--- src/rtl/mul_issue_ctrl.sv ---
// mul_issue_ctrl: issue/handshake controller that sits between the EX stage
// and an external booth multiplier with a one-cycle registered product.
// It captures one multiply op, presents the captured operands to the
// multiplier, and returns the requested product word with its destination tag.
// Optional feature macro: MUL_PERF_CNT_EN adds a completed-op counter on
// perf_mul_cnt. When the macro is undefined, that port is tied to zero.
module mul_issue_ctrl #(
  parameter int DEST_W = 5
) (
  input  logic              clk,
  input  logic              reset,
  input  logic              in_valid,
  output logic              in_ready,
  input  logic [1:0]        in_op,
  input  logic [31:0]       in_src1,
  input  logic [31:0]       in_src2,
  input  logic [DEST_W-1:0] in_dest,
  input  logic              flush,
  output logic              mul_signed,
  output logic [31:0]       mul_x,
  output logic [31:0]       mul_y,
  input  logic [63:0]       mul_result,
  output logic              out_valid,
  input  logic              out_ready,
  output logic [31:0]       out_result,
  output logic [DEST_W-1:0] out_dest,
  output logic              busy,
  output logic [31:0]       perf_mul_cnt
);

  localparam logic [1:0] OP_MULH  = 2'b01;
  localparam logic [1:0] OP_MULHU = 2'b10;

  typedef enum logic [2:0] {
    S_IDLE = 3'b001,
    S_CALC = 3'b010,
    S_DONE = 3'b100
  } state_e;

  state_e              state_q;
  logic                out_valid_q;
  logic [31:0]         src1_q, src1_d;
  logic [31:0]         src2_q, src2_d;
  logic [1:0]          op_q, op_d;
  logic [DEST_W-1:0]   dest_q, dest_d;
  logic                accept;

  // A new op may enter when idle, or when the held result leaves this cycle.
  // Flush blocks entry so a cancelled cycle never loads operands.
  assign in_ready = ~flush & ((state_q == S_IDLE) | ((state_q == S_DONE) & out_ready));
  assign accept   = in_valid & in_ready;

  // Sequence IDLE -> CALC -> DONE. Flush wins over both accept and completion.
  always_ff @(posedge clk or posedge reset) begin
    if (reset) begin
      state_q     <= S_IDLE;
      out_valid_q <= 1'b0;
    end else if (flush) begin
      state_q     <= S_IDLE;
      out_valid_q <= 1'b0;
    end else begin
      case (state_q)
        S_IDLE: begin
          if (accept) state_q <= S_CALC;
          out_valid_q <= 1'b0;
        end
        S_CALC: begin
          state_q     <= S_DONE;
          out_valid_q <= 1'b1;
        end
        S_DONE: begin
          if (out_ready) begin
            state_q     <= accept ? S_CALC : S_IDLE;
            out_valid_q <= 1'b0;
          end
        end
        default: begin
          state_q     <= S_IDLE;
          out_valid_q <= 1'b0;
        end
      endcase
    end
  end

  // Operands only change on accept, which keeps the multiplier product steady through DONE.
  always_comb begin
    src1_d = src1_q;
    src2_d = src2_q;
    op_d   = op_q;
    dest_d = dest_q;
    if (accept) begin
      src1_d = in_src1;
      src2_d = in_src2;
      op_d   = in_op;
      dest_d = in_dest;
    end
  end

  // Operand/tag capture register.
  always_ff @(posedge clk or posedge reset) begin
    if (reset) begin
      src1_q <= '0;
      src2_q <= '0;
      op_q   <= '0;
      dest_q <= '0;
    end else begin
      src1_q <= src1_d;
      src2_q <= src2_d;
      op_q   <= op_d;
      dest_q <= dest_d;
    end
  end

  assign mul_x      = src1_q;
  assign mul_y      = src2_q;
  assign mul_signed = (op_q == OP_MULH);
  assign out_valid  = out_valid_q;
  assign out_dest   = dest_q;
  assign busy       = (state_q != S_IDLE);

  // High-word ops take the upper half of the product. MUL and the spare encoding take the lower half.
  always_comb begin
    out_result = mul_result[31:0];
    if ((op_q == OP_MULH) || (op_q == OP_MULHU)) out_result = mul_result[63:32];
  end

`ifdef MUL_PERF_CNT_EN
  logic        complete;
  logic [31:0] cnt_q, cnt_d;

  // A result counts only when it is really handed off. A flushed DONE is not counted.
  assign complete = out_valid_q & out_ready & ~flush;

  // Next count, wrapping naturally at 32 bits.
  always_comb begin
    cnt_d = cnt_q;
    if (complete) cnt_d = cnt_q + 32'd1;
  end

  // Completed-op counter register.
  always_ff @(posedge clk or posedge reset) begin
    if (reset) cnt_q <= '0;
    else       cnt_q <= cnt_d;
  end

  assign perf_mul_cnt = cnt_q;
`else
  assign perf_mul_cnt = '0;
`endif

endmodule
--- config.mk ---
export PLATFORM = sky130hd
export DESIGN_NAME = mul_issue_ctrl
export DESIGN_NICKNAME = d
export VERILOG_FILES = /design/src/rtl/mul_issue_ctrl.sv
export SDC_FILE = /design/constraint.sdc
export NUM_CORES = 1
export LEC_CHECK = 0
export CORE_MARGIN = 4
export CORE_UTILIZATION = 31
export CTS_CLUSTER_SIZE = 16
export DETAILED_ROUTE_END_ITERATION = 16
export GPL_ROUTABILITY_DRIVEN = 0
export PLACE_DENSITY = 0.78
export SETUP_SLACK_MARGIN = 0.1
export SYNTH_ARGS = -nofsm -noshare
export SYNTH_HDL_FRONTEND = slang
export SYNTH_SLANG_ARGS = --single-unit
--- constraint.sdc ---
create_clock -name clk -period 2.5 [get_ports clk]
set_input_delay 0.625 -clock clk [delete_from_list [all_inputs] [get_ports clk]]
set_output_delay 0.625 -clock clk [all_outputs]
set_load 0.01 [all_outputs]
Word level (Yosys, flattened, before mapping)
Index checks and enable logic that the tools add are counted.
Storage, ports and cells
  latch bits: 0
  memories kept: 0
  bits in read-only memories: 0
  word-level logic and storage cells: 30
  RAM bits: 0
  input bits: 140
  register bits: 75
  output and inout bits: 137
Cells by class
  div/mod/pow operators: 0
  equal/unequal tests: 8
  $mul: 0
  magnitude comparators: 0
  muxes and demuxes: 9
  add/sub/neg operators: 0
  reduce and logical (&&, ||, !) cells: 2
  bitwise logic cells: 5
  shift operators: 0
Operator list (number)
  $mux 32: 1
  $mux 3: 3
  $pmux 3 s3: 1
  $ne 3x3->1 const B: 2
  $and 1x1->1: 3
  $eq 3x1->1 const B: 1
  $eq 3x2->1 const B: 1
  $eq 3x3->1 const B: 1
  $ne 3x1->1 const B: 1
  $eq 2x1->1 const B: 1
  $eq 2x2->1 const B: 1
  $mux 1: 2
  $mux 2: 1
  $pmux 1 s2: 1
  $reduce_and 2->1: 1
  $logic_or 1x1->1: 1
  $not 1->1: 1
  $or 1x1->1: 1

Longest topological paths before layout
Gate-level depths: netlist of the first run.
  depth after elaboration: 9
  mapped depth: 5
  depth with buffers taken out: 3

Worst setup path after synthesis of the first run
Ideal clock, no wire load.
  kind: register -> output
  from: register op_q[0]
  to: output port out_result[10]
  stages on the path, launching flop included: 5
  data arrival time: 1.544 ns
  required time: 1.875 ns
  slack: 0.331 ns
  buffers on the path: 2
  path through: dfrtp_1 > ha_1 > clkbuf_1 > buf_1 > mux2_2
On the way
  word-level cells in the longest chain between the ends: 3
  elaborated cells between the ends (all ways): 4
  classes of those cells: 2 x eq/ne; 1 x mux; 1 x reduce/logical
RTL lines
  from (decl): RTL line 44  | logic [1:0] op_q, op_d;
  from (signal assigned): RTL line 109  | op_q <= op_d;
  $eq 2x1->1 / $eq 2x2->1 (equally long branches): RTL line 124  | if ((op_q == OP_MULH) || (op_q == OP_MULHU)) out_result = mul_result[63:32];
  $logic_or 1x1->1 *: RTL line 124
  $mux 32 *: RTL line 124
  to (decl): RTL line 25  | output logic [31:0] out_result,
Every way passes the cells marked *; elsewhere a longest branch is shown, timed or not.

Worst setup path in the final report of the first run
  from: register op_q[1]
  to: output port out_result[21]
Same word-level chain as after synthesis.

==> results.md, run 1 <==
GRT:
- In the global route stage, overall resource usage came out at 0.160.
- The wire length of the first global-routing pass is 17700 um.
- Entering global routing, the biggest net connects 76 pins.
- The overall overflow remaining after global route is 0.
- The initial antenna violation count is 0.
- The via count of the first global-routing pass is 3221.

Cells and area:
- The final core area utilization is 0.547.
- The top cell types in the final layout, fill and taps aside, are sky130_fd_sc_hd__clkdlybuf4s50_1, sky130_fd_sc_hd__dfrtp_1, sky130_fd_sc_hd__mux2_4, sky130_fd_sc_hd__mux2_2, sky130_fd_sc_hd__conb_1.
- The layout cell share with drive strength beyond 1 is 0.330.
- The number of diodes added for antenna fixing is 0.
- The commonest non-fill, non-tap cell in the layout is sky130_fd_sc_hd__clkdlybuf4s50_1.
- The number of nets in the finished design is 643.
- After the flow finishes, the layout carries non-filler instances totaling 653.
- The area growth from synthesis to layout is 72.9%.

Pwr:
- The leakage power total is 0.00303 uW.
- Dividing total power by cell area gives a power density of 791 mW/mm^2.
- The worst-case IR drop observed on VDD is 0.381 mV.

Critical path:
- STA puts the critical path data arrival time at 1.76 ns.
- The signal on the critical path passes through inv_1 > ha_4 > buf_8 > mux2_2 > clkdlybuf4s15_2.
- The slack of the worst reg-to-reg path is 0.60 ns.
- The combined buffer and inverter count along the critical path is 3.
- The worst setup path is captured at an output pin.
- The critical path in this run is classified as flop to output pin.
- The critical path startpoint category is a flop.
- The worst reg2reg path depth is 5.
- The cell family with the largest share of critical-path delay is buffers and inverters.
- The cell type of the slowest stage on the worst timing path is sky130_fd_sc_hd__dfrtp_1.
- The endpoint of the most critical register-to-register path is mul_x[17].
- For the worst setup path, the data required time is 1.88 ns.
- The maximum fanout along the worst path is 6.
- The delay contributed by the slowest stage of the critical path is 0.35 ns.
- The worst register-to-register path begins at state_q[1].

CTS:
- The number of levels in the clock H-tree is 3.
- Counting the buffers created by CTS gives 9.
- Clock-pin slew was measured on the worst setup and hold paths at 0.06 ns.
- The CTS root buffer is sky130_fd_sc_hd__clkbuf_16.
- The clock passes through at most 2 buffers.
- In this run, post-CTS hold repair placed 0 buffers.
- The number of sinks handled by clock tree synthesis is 75.
- TritonCTS built the clock tree.
- At the later pin of the worst-skew pair, clock insertion delay measures 0.33 ns.

Yosys:
- The total standard cell area after synthesis is 0.00378 mm^2.
- The count of synthesis-stage warnings from yosys is 0.
- The cell count after synthesis came out at 247.
- The share of the yosys chip area belonging to registers is 0.496.
- After synthesis the netlist holds a flip-flop and latch count of 75.
- The post-synthesis cell type count is 24.
- The average cell area after synthesis is 15.3 um^2.

Route:
- The DRC violation count after routing is 0.
- The first-pass iteration count of the detailed router is 4.
- The detail route stage leaves a number of antenna-violating nets equal to 0.
- The routed wire length is 11500 um.
- After detailed routing, the number of vias per cell comes to 4.38.
- The number of violations reported at the end of detailed-routing iteration 0 is 91.
- Summing over every cut layer, the via total after detailed routing is 2859.
- Dividing the detail-routed wire length by the instance count gives 17.6 um.

Place:
- The number of placed instances, taps included is 635.
- The worst setup slack before clock tree synthesis is -0.0773 ns.
- Detailed placement finished with a half-perimeter wire length of 8950 um.
- The number of input and output port buffers inserted is 244.

Status:
- The run finished with clean final reports.

Hold path:
- For hold timing, the worst endpoint is mul_x[10].
- The cell depth of the worst min-delay path is 1.
- The path class of the tightest hold or removal check is flop to flop.
- The startpoint identified for the worst hold timing path is mul_x[10].

Die:
- The die outline area is 0.0140 mm^2.
- The effective utilization at floorplan is 0.316.
- The number of primary I/O pins is 277.
- The core region area is 0.0120 mm^2.
- The overall die height is 118 um.
- The die is 118 um wide.
- The initialized floorplan defines 40 standard-cell rows.

Timing:
- The final setup violation count is 0.
- The fraction of the cycle the final worst path needs is 0.955.
- Between clock sinks in the finished design, the worst skew comes to 0.00672 ns.
- After layout, the minimum clock period comes to 2.39 ns.
- Setup repair after global routing could not meet its margin everywhere.
- The final number of max-transition violations was 0.
- The maximum operating frequency is 419 MHz.
- The number of failing hold endpoints at the final stage is 0.
- The final worst setup slack is 0.113 ns.

Run:
- Max-cap violations in this run came to 0.
-- repair_timing --
item                       in CTS  in global routing
cloned                          0                  1
resized for setup             122                  8
buffers inserted                2                  0
setup endpoints to repair      34                 12
-- registers in the layout (all words and copies together) (netlist names) --
name / cells
out_valid: 1
out_dest: 5
op_q: 2
state_q: 3
mul_y: 32
mul_x: 32
-- routing by layer --
metal / up-vias / part of all wire / GRT usage
li1: 1302 / - / -
met1: 1362 / 0.37 / 0.171
met2: 169 / 0.51 / 0.275
met3: 26 / 0.094 / 0.0694
met4: 0 / 0.031 / 0.0695
met5: - / 0 / 0
-- Yosys cell counts --
cell type,instances,area share
sky130_fd_sc_hd__dfrtp_1,74,0.49
sky130_fd_sc_hd__mux2_4,69,0.27
sky130_fd_sc_hd__mux2_2,34,0.10
sky130_fd_sc_hd__buf_4,33,0.065
sky130_fd_sc_hd__buf_6,7,0.021
sky130_fd_sc_hd__inv_1,4,0.0040
sky130_fd_sc_hd__a21oi_1,3,0.0040
sky130_fd_sc_hd__buf_1,3,0.0030
sky130_fd_sc_hd__nor2_1,3,0.0030
sky130_fd_sc_hd__nand2b_1,2,0.0033
sky130_fd_sc_hd__nor3_1,2,0.0026
sky130_fd_sc_hd__a211o_1,1,0.0023
sky130_fd_sc_hd__a21o_1,1,0.0020
sky130_fd_sc_hd__clkbuf_1,1,0.00099
sky130_fd_sc_hd__conb_1,1,0.00099
sky130_fd_sc_hd__dfstp_2,1,0.0069
sky130_fd_sc_hd__ha_1,1,0.0033
sky130_fd_sc_hd__nand3_1,1,0.0013
sky130_fd_sc_hd__nand3b_1,1,0.0020
sky130_fd_sc_hd__nor2b_1,1,0.0017
sky130_fd_sc_hd__nor3b_1,1,0.0020
sky130_fd_sc_hd__nor4bb_1,1,0.0026
sky130_fd_sc_hd__or2_1,1,0.0017
sky130_fd_sc_hd__or2_2,1,0.0017
-- per-stage QoR --
| stage | power [uW] | hold slack, ns | instance area (um^2) | TNS (ns) |
|---|---|---|---|---|
| 2_1_floorplan | 2670 | 0.481 | 3900 | 0 |
| 3_3_place_gp | 3850 | 0.489 | 6320 | -0.0442 |
| 3_5_place_dp | 3880 | 0.490 | 6320 | -0.0773 |
| 4_1_cts | 5220 | 0.508 | 6570 | 0 |
| 5_1_grt | 5420 | 0.514 | 6540 | 0 |
| 6_report | 5170 | 0.504 | 6540 | 0 |
-- layout make-up --
cell class	count	area [um^2]
fillers	1014	5420
clock buffers	11	243
flip-flops and latches	75	1880
repair buffers	257	2460
inverters	4	18.8
multi-input cells	155	1690
clock inverters	4	73.8
well taps	147	184
-- how the worst max path moves through the flow --
| stage | from | end | slack, ns | cells past startpoint |
|---|---|---|---|---|
| final | op_q[1] | out_result[21] | 0.11 | 5 |
| after global routing | op_q[1] | out_result[21] | 0.05 | 5 |
| after CTS | op_q[0] | out_result[13] | 0.03 | 4 |
| after global placement | flush | in_ready | -0.04 | 4 |
| after detailed placement | flush | in_ready | -0.08 | 4 |
| after floorplan | op_q[0] | out_result[10] | 0.33 | 4 |
-- cells by family after synthesis --
| kind of cell | after synthesis | share of synthesized area |
|---|---|---|
| flops | 75 | 0.496 |
| fa+ha+maj | 1 | 0.00331 |
| simple gates | 14 | 0.0218 |
| compound gates | 5 | 0.00827 |
| mux | 103 | 0.375 |
| buf+inv | 48 | 0.0942 |
| other cells | 1 | 0.000991 |
-- where the power goes --
group / total [uW] / internal (uW) / leakage, uW / switching [uW]
logic: 2150 / 1380 / 0.00199 / 776
clock network: 1380 / 898 / 0.000156 / 487
registers: 1640 / 1480 / 0.000886 / 157
Power figures use the tool's default switching activity.
==> run 2: changes to the inputs <==
MAX_ROUTING_LAYER = met4   (was not set)
==> run 2 against run 1 <==
Final cell count unchanged. Critical endpoint unchanged. Sequential share of layout area unchanged. Critical path type unchanged. Largest cell class unchanged. Clock power about the same. Non-clock buffer count unchanged.
==> results.md, run 2 (synthesis results as in run 1) <==
Critical path:
- The critical path capture point type is an output pin.
- The critical path class is flop to output pin.
- The required time at the worst-slack endpoint is 1.88 ns.
- For the worst setup path, the data arrival time is 1.76 ns.
- In this run the worst path has a maximum fanout of 6.
- The worst setup path is launched from a flop.

Pwr:
- The leakage power total is 0.00303 uW.
- Across the VDD grid, the largest voltage drop is 0.377 mV.
- The portion of total power attributed to sequential cells is 0.316.
- For this design the total switching power over the nets is 1420 uW.
- The power density over cell area is 791 mW/mm^2.
- The share of total power dissipated in combinational logic is 0.416.
- Of the total power, the share spent switching nets is 0.275.
- The share of total power dissipated in the clock network is 0.268.
- The cell-internal power is 3760 uW.

GRT:
- In the global route stage, overall resource usage came out at 0.164.
- The largest net degree at the start of global routing is 76.
- The via count of the first global-routing pass is 3223.
- The wire length of the first global-routing pass is 17600 um.
- The initial antenna violation count was 0.
- Global routing finished with a remaining overflow of 0.

CTS:
- The clock latency on the worst-skew pair is 0.33 ns.
- In this run, CTS created clock tree buffers numbering 9.
- The longest clock path from root to sink contains 2 buffers.
- CTS built an H-tree with a depth of 3.
- The tree is rooted in a sky130_fd_sc_hd__clkbuf_16.
- The number of sinks handled by clock tree synthesis is 75.
- Clock-pin slew was measured on the worst setup and hold paths at 0.06 ns.
- TritonCTS built the clock tree.

Timing:
- The worst path meets setup with 0.120 ns of slack.
- On the final layout, the worst hold slack is 0.504 ns.
- The setup skew after layout is 0.00821 ns.
- The final number of max-transition violations is 0.
- The final setup violation count is 0.
- Based on the critical path, the design can be clocked at up to 420 MHz.
- Counting I/O delays and the setup requirement, the final critical path takes 2.38 ns.
- The number of failing hold endpoints at the final stage is 0.
- In the finished design, the share of the clock period the worst path needs comes to 0.952.
- Setup repair after global routing could not meet its margin everywhere.

Status:
- The flow ran to the end, and the final reports show no timing, DRC or antenna violations.

Hold path:
- The class of the tightest hold or removal check is flop to flop.

Cells and area:
- The net count of the finished layout is 643.
- The number of filler instances in the final layout is 1014.
- The number of antenna diodes in the final layout is 0.
- In the layout the commonest cells are sky130_fd_sc_hd__clkdlybuf4s50_1, sky130_fd_sc_hd__dfrtp_1, sky130_fd_sc_hd__mux2_4, sky130_fd_sc_hd__mux2_2, sky130_fd_sc_hd__conb_1.
- Compared with the post-synthesis result, the final layout area differs by 72.9%.
- Leaving out fill and tap cells, the most frequent cell in the layout is sky130_fd_sc_hd__clkdlybuf4s50_1.
- The layout cell share with drive strength beyond 1 is 0.330.

Route:
- For this block, the routed nets add up to 11500 um of wire.
- The first-pass iteration count of the detailed router is 4.
- The DRC violation count after routing is 0.
- Dividing the detail-routed wire length by the instance count gives 17.7 um.
- After the first detailed-routing iteration, the DRC count stood at 88.
- The via count is 2867.
- After detailed routing, the number of vias per cell comes to 4.39.
- The count of nets left with antenna violations once routing finished came out at 0.

Die:
- The number of primary I/O pins is 277.
- After floorplanning, the core was sized to cover 0.0120 mm^2.
- The die covers 0.0140 mm^2.
- The overall die height is 118 um.
- After floorplanning, the core was divided into 40 placement rows.
- For this configuration, the core starts out at a cell density of 0.316.
- The width of the die is 118 um.

Run:
- Max-cap violations in this run came to 0.

Place:
- Timing analysis after detailed placement gives a worst setup slack of -0.0773 ns.
- Detailed placement finished with a half-perimeter wire length of 8950 um.
- Port buffering added 244 buffers.
-- run 2: cell counts in the layout (fill, tap and decap cells not counted) --
Identical to the previous run, type by type.
-- run 2: path summary, 6_finish.rpt --
kind / cells past startpoint / to / from / slack [ns]
setup / recovery: 5 / out_result[21] / op_q[1] / 0.12
hold / removal: 1 / mul_x[10] / mul_x[10] / 0.50
setup reg to reg: 5 / mul_x[17] / state_q[1] / 0.60
hold reg to reg: 1 / mul_x[10] / mul_x[10] / 0.50
max in group asynchronous: 3 / state_q[0] / reset / 1.40
min in group asynchronous: 3 / mul_x[22] / reset / 0.76
-- run 2: final cells by class --
| cell class | count | area (um^2) | share of cell area |
|---|---|---|---|
| clock buffer | 11 | 243 | 0.0371 |
| clock inverter | 4 | 73.8 | 0.0113 |
| inverter | 4 | 18.8 | 0.00287 |
| multi-input combinational | 155 | 1690 | 0.258 |
| sequential | 75 | 1880 | 0.287 |
| tap | 147 | 184 | 0.0281 |
| timing repair buffer | 257 | 2460 | 0.376 |
-- run 2: power by group through the flow --
| stage | logic, uW | registers (uW) | clock network [uW] |
|---|---|---|---|
| 2_1_floorplan | 914 | 1760 | 0 |
| 3_3_place_gp | 2210 | 1640 | 0 |
| 3_5_place_dp | 2230 | 1650 | 0 |
| 4_1_cts | 2160 | 1640 | 1420 |
| 5_1_grt | 2260 | 1670 | 1480 |
| 6_report | 2150 | 1640 | 1390 |
-- run 2: timing repair --
item,in CTS,in global routing
hold buffers,0,0
cloned,0,1
endpoints found under the hold margin,0,0
setup endpoints to repair,34,12
setup buffers,2,0
resized for setup,122,8
pin swaps,0,0
-- run 2: layer usage --
metal	part of all wire	wire length [um]	global-route usage	vias up
met5	0	0	-	-
met4	0.031	357	0.0695	0
met3	0.079	906	0.0522	25
met2	0.51	5880	0.275	171
met1	0.38	4390	0.181	1370
li1	-	-	-	1301
-- run 2: metrics by stage --
step / util / total power (uW) / cell area [um^2] / instances / setup TNS [ns]
after floorplan: - / 2670 / 3900 / 278 / 0
final: 0.547 / 5180 / 6540 / 653 / 0
after global routing: 0.547 / 5420 / 6540 / 653 / 0
after detailed placement: 0.529 / 3880 / 6320 / 635 / -0.0773
after CTS: 0.549 / 5220 / 6570 / 652 / 0
after global placement: 0.529 / 3850 / 6320 / 635 / -0.0442
-- run 2: worst max-delay path, stage by stage, from the launching register on --
cell and delay [ns]:
sky130_fd_sc_hd__dfrtp_1 0.35, sky130_fd_sc_hd__inv_1 0.07, sky130_fd_sc_hd__ha_4 0.31, sky130_fd_sc_hd__buf_8 0.12, sky130_fd_sc_hd__mux2_2 0.34, sky130_fd_sc_hd__clkdlybuf4s15_2 0.23
==> run 3: changes to the inputs <==
CAP_MARGIN = 40   (was not set)
HOLD_SLACK_MARGIN = 0.03   (was not set)
SETUP_SLACK_MARGIN = not set   (was 0.1)
==> run 3 against run 2 <==
Via count is 0.10% higher. Wire length down 0.97%. Cell area increased by 1.2%. Sequential power barely moved. Maximum frequency fell by 2.5%. Hold slack about the same. Sequential cell count is the same. First-iteration DRC count is 22% lower. Worst setup slack got worse by 0.060 ns. Final cell count is the same. Sequential share of layout area is 0.33 points lower. Largest power group unchanged.
==> results.md, run 3 (synthesis results as in run 1) <==
Status:
- The flow ran to the end, and the final reports show no timing, DRC or antenna violations.

Critical path:
- The number of cells on the worst reg-to-reg path is 5.
- Data on the critical path is required at its endpoint by 1.88 ns.
- The endpoint of the most critical register-to-register path is mul_x[17].
- The critical path endpoint is out_result[31].
- The worst register-to-register path begins at state_q[1].
- Across all register-to-register paths, the minimum setup slack is 0.60 ns.
- The most critical setup path has its startpoint at op_q[1].
- The worst setup path is of the flop to output pin kind.
- Along the worst path, the maximum fanout reaches 10.
- The data arrival at the endpoint of the critical path is 1.82 ns.
- The critical path startpoint category is a flop.
- The critical path capture point type is an output pin.

CTS:
- For the worst-skew pair, the clock arrives at the later sink with an insertion delay of 0.33 ns.
- The count of hold buffers inserted by post-cts repair is 0.
- The CTS buffer count is 9.
- The tree is rooted in a sky130_fd_sc_hd__clkbuf_16.
- The number of sinks handled by clock tree synthesis is 75.
- The clock-pin transition on the worst setup and hold timing paths is 0.06 ns.
- The number of levels in the clock H-tree is 3.
- The largest buffer count on any clock path is 2.
- The TritonCTS clock tree is built.

Cells and area:
- The number of diodes added for antenna fixing is 0.
- The layout cell share with drive strength beyond 1 is 0.306.
- After routing the design area is 0.00662 mm^2.
- The top cell types in the final layout, fill and taps aside, are sky130_fd_sc_hd__clkdlybuf4s50_1, sky130_fd_sc_hd__dfrtp_1, sky130_fd_sc_hd__mux2_4, sky130_fd_sc_hd__mux2_2, sky130_fd_sc_hd__conb_1.
- The commonest non-fill, non-tap cell in the layout is sky130_fd_sc_hd__clkdlybuf4s50_1.
- At the end of the flow, the number of nets in the layout was 643.
- From synthesis to final layout, the design area changed by 74.9%.
- The final core area utilization is 0.553.
- The finished layout holds 653 standard cells, fillers aside.

Route:
- The remaining antenna violation count is 0.
- In the routed design, unresolved DRC markers number 0.
- The first routing iteration left 69 violations.
- The total met3 wirelength after detailed routing is 880 um.
- The first TritonRoute pass finished after 4 iterations.
- For this block, wires on met1 add up to 4350 um.
- The highest routed metal layer is met4.
- The average vias per placed instance is 4.40.
- After detailed routing, the total wire length is 11400 um.
- The via count is 2870.
- The average wire per standard cell is 17.5 um.
- Wire segments on met2 add up to 5770 um in the final route.

Pwr:
- The power density over cell area is 788 mW/mm^2.
- The highest ir drop seen on vdd is 0.317 mV.
- Cell internal power was estimated by the tool at 3810 uW.
- Of the total power, the share spent switching nets is 0.270.
- The share of total power dissipated in sequential elements is 0.314.
- Of the total power, the clock network draws 0.264.
- The design draws 5220 uW.
- The total net switching power is 1410 uW.
- The combinational group share of total power is 0.422.
- Summed over all cells, the static leakage comes to 0.00305 uW.

Timing:
- Setup repair after global routing could not meet its margin everywhere.
- The time the worst path needs with I/O delays and setup is 2.44 ns.
- The fraction of the cycle the final worst path needs is 0.976.
- Setup violations remaining at the end of the flow were counted as 0.
- The final number of max-transition violations is 0.
- The number of failing hold endpoints at the final stage is 0.
- The maximum operating frequency is 410 MHz.
- The setup skew after layout is 0.00765 ns.

Die:
- The die is 118 um wide.
- The standard-cell row count is 40.
- For this configuration, the core starts out at a cell density of 0.316.
- The die outline area is 0.0140 mm^2.
- The core region area is 0.0120 mm^2.
- Pin placement for this block handled 277 I/O pins.
- The overall die height is 118 um.

Run:
- The total of max-cap violations is 0.

Place:
- During placement, the flow inserted port buffers numbering 244.
- The HPWL after detailed placement is 8950 um.
- Once placement completed, the tool counted placed cells totaling 635.
- Once placement finished, the instance area stood at 0.00632 mm^2.

Hold path:
- The worst hold path begins at mul_x[10].
- The path class of the tightest hold or removal check is flop to flop.

GRT:
- The first global-routing pass estimated 17800 um of wire.
- After global routing the overflow that remains totals 0.
- For this run, the total global-route usage over all layers was measured as 0.166.
- The initial antenna violation count came to 0.
- Entering global routing, the biggest net connects 76 pins.
- The via count of the first global-routing pass is 3270.
[run 3: changes by cell type in the layout (fill, tap and decap cells not counted), sizes merged]
cell,change
clkdlybuf4s50,+1
clkdlybuf4s15,+13
buf,-12
clkbuf,-3
bufbuf,+1
[run 3: power by group through the flow]
stage               Combinational [uW]  Clock [uW]  Sequential, uW
floorplan                          914           0            1760
global placement                  2210           0            1640
detailed placement                2230           0            1650
CTS                               2240        1420            1640
global route                      2320        1480            1670
finish                            2200        1380            1640
[run 3: what timing repair did]
action,in CTS,in global routing
setup buffers,3,0
pin swaps,1,1
endpoints found under the hold margin,0,0
resized for setup,93,12
setup endpoints to repair,33,15
cloned,1,0
[run 3: routing by layer]
layer,global-route usage,vias to the layer above
li1,-,1302
met1,0.182,1363
met2,0.279,176
met3,0.0517,29
met4,0.0739,0
met5,-,-
[run 3: worst min path at each step]
stage,end,depth (start not counted)
finish,mul_x[10],1
global route,mul_y[23],1
CTS,mul_y[27],1
detailed placement,mul_y[27],1
global placement,mul_y[4],1
floorplan,op_q[1],1
[run 3: cell type report]
cell class / instances / area, um^2
Clock buffer: 11 / 243
Clock inverter: 4 / 73.8
Fill cell: 1005 / 5340
Inverter: 4 / 18.8
Multi-Input combinational cell: 155 / 1690
Sequential cell: 75 / 1880
Tap cell: 147 / 184
Timing Repair Buffer: 257 / 2530
[run 3: worst max-delay path, stage by stage, from the launching register on]
cell,delay [ns]
sky130_fd_sc_hd__dfrtp_1,0.35
sky130_fd_sc_hd__inv_1,0.07
sky130_fd_sc_hd__ha_4,0.30
sky130_fd_sc_hd__bufbuf_16,0.27
sky130_fd_sc_hd__mux2_2,0.34
sky130_fd_sc_hd__buf_2,0.16
[run 3: through the flow]
| step | setup WS (ns) | setup TNS [ns] | hold slack, ns |
|---|---|---|---|
| 2_1_floorplan | 0.331 | 0 | 0.481 |
| 3_3_place_gp | -0.0442 | -0.0442 | 0.489 |
| 3_5_place_dp | -0.0773 | -0.0773 | 0.490 |
| 4_1_cts | -0.0542 | -0.0542 | 0.508 |
| 5_1_grt | -0.0179 | -0.0612 | 0.514 |
| 6_report | 0.0596 | 0 | 0.504 |
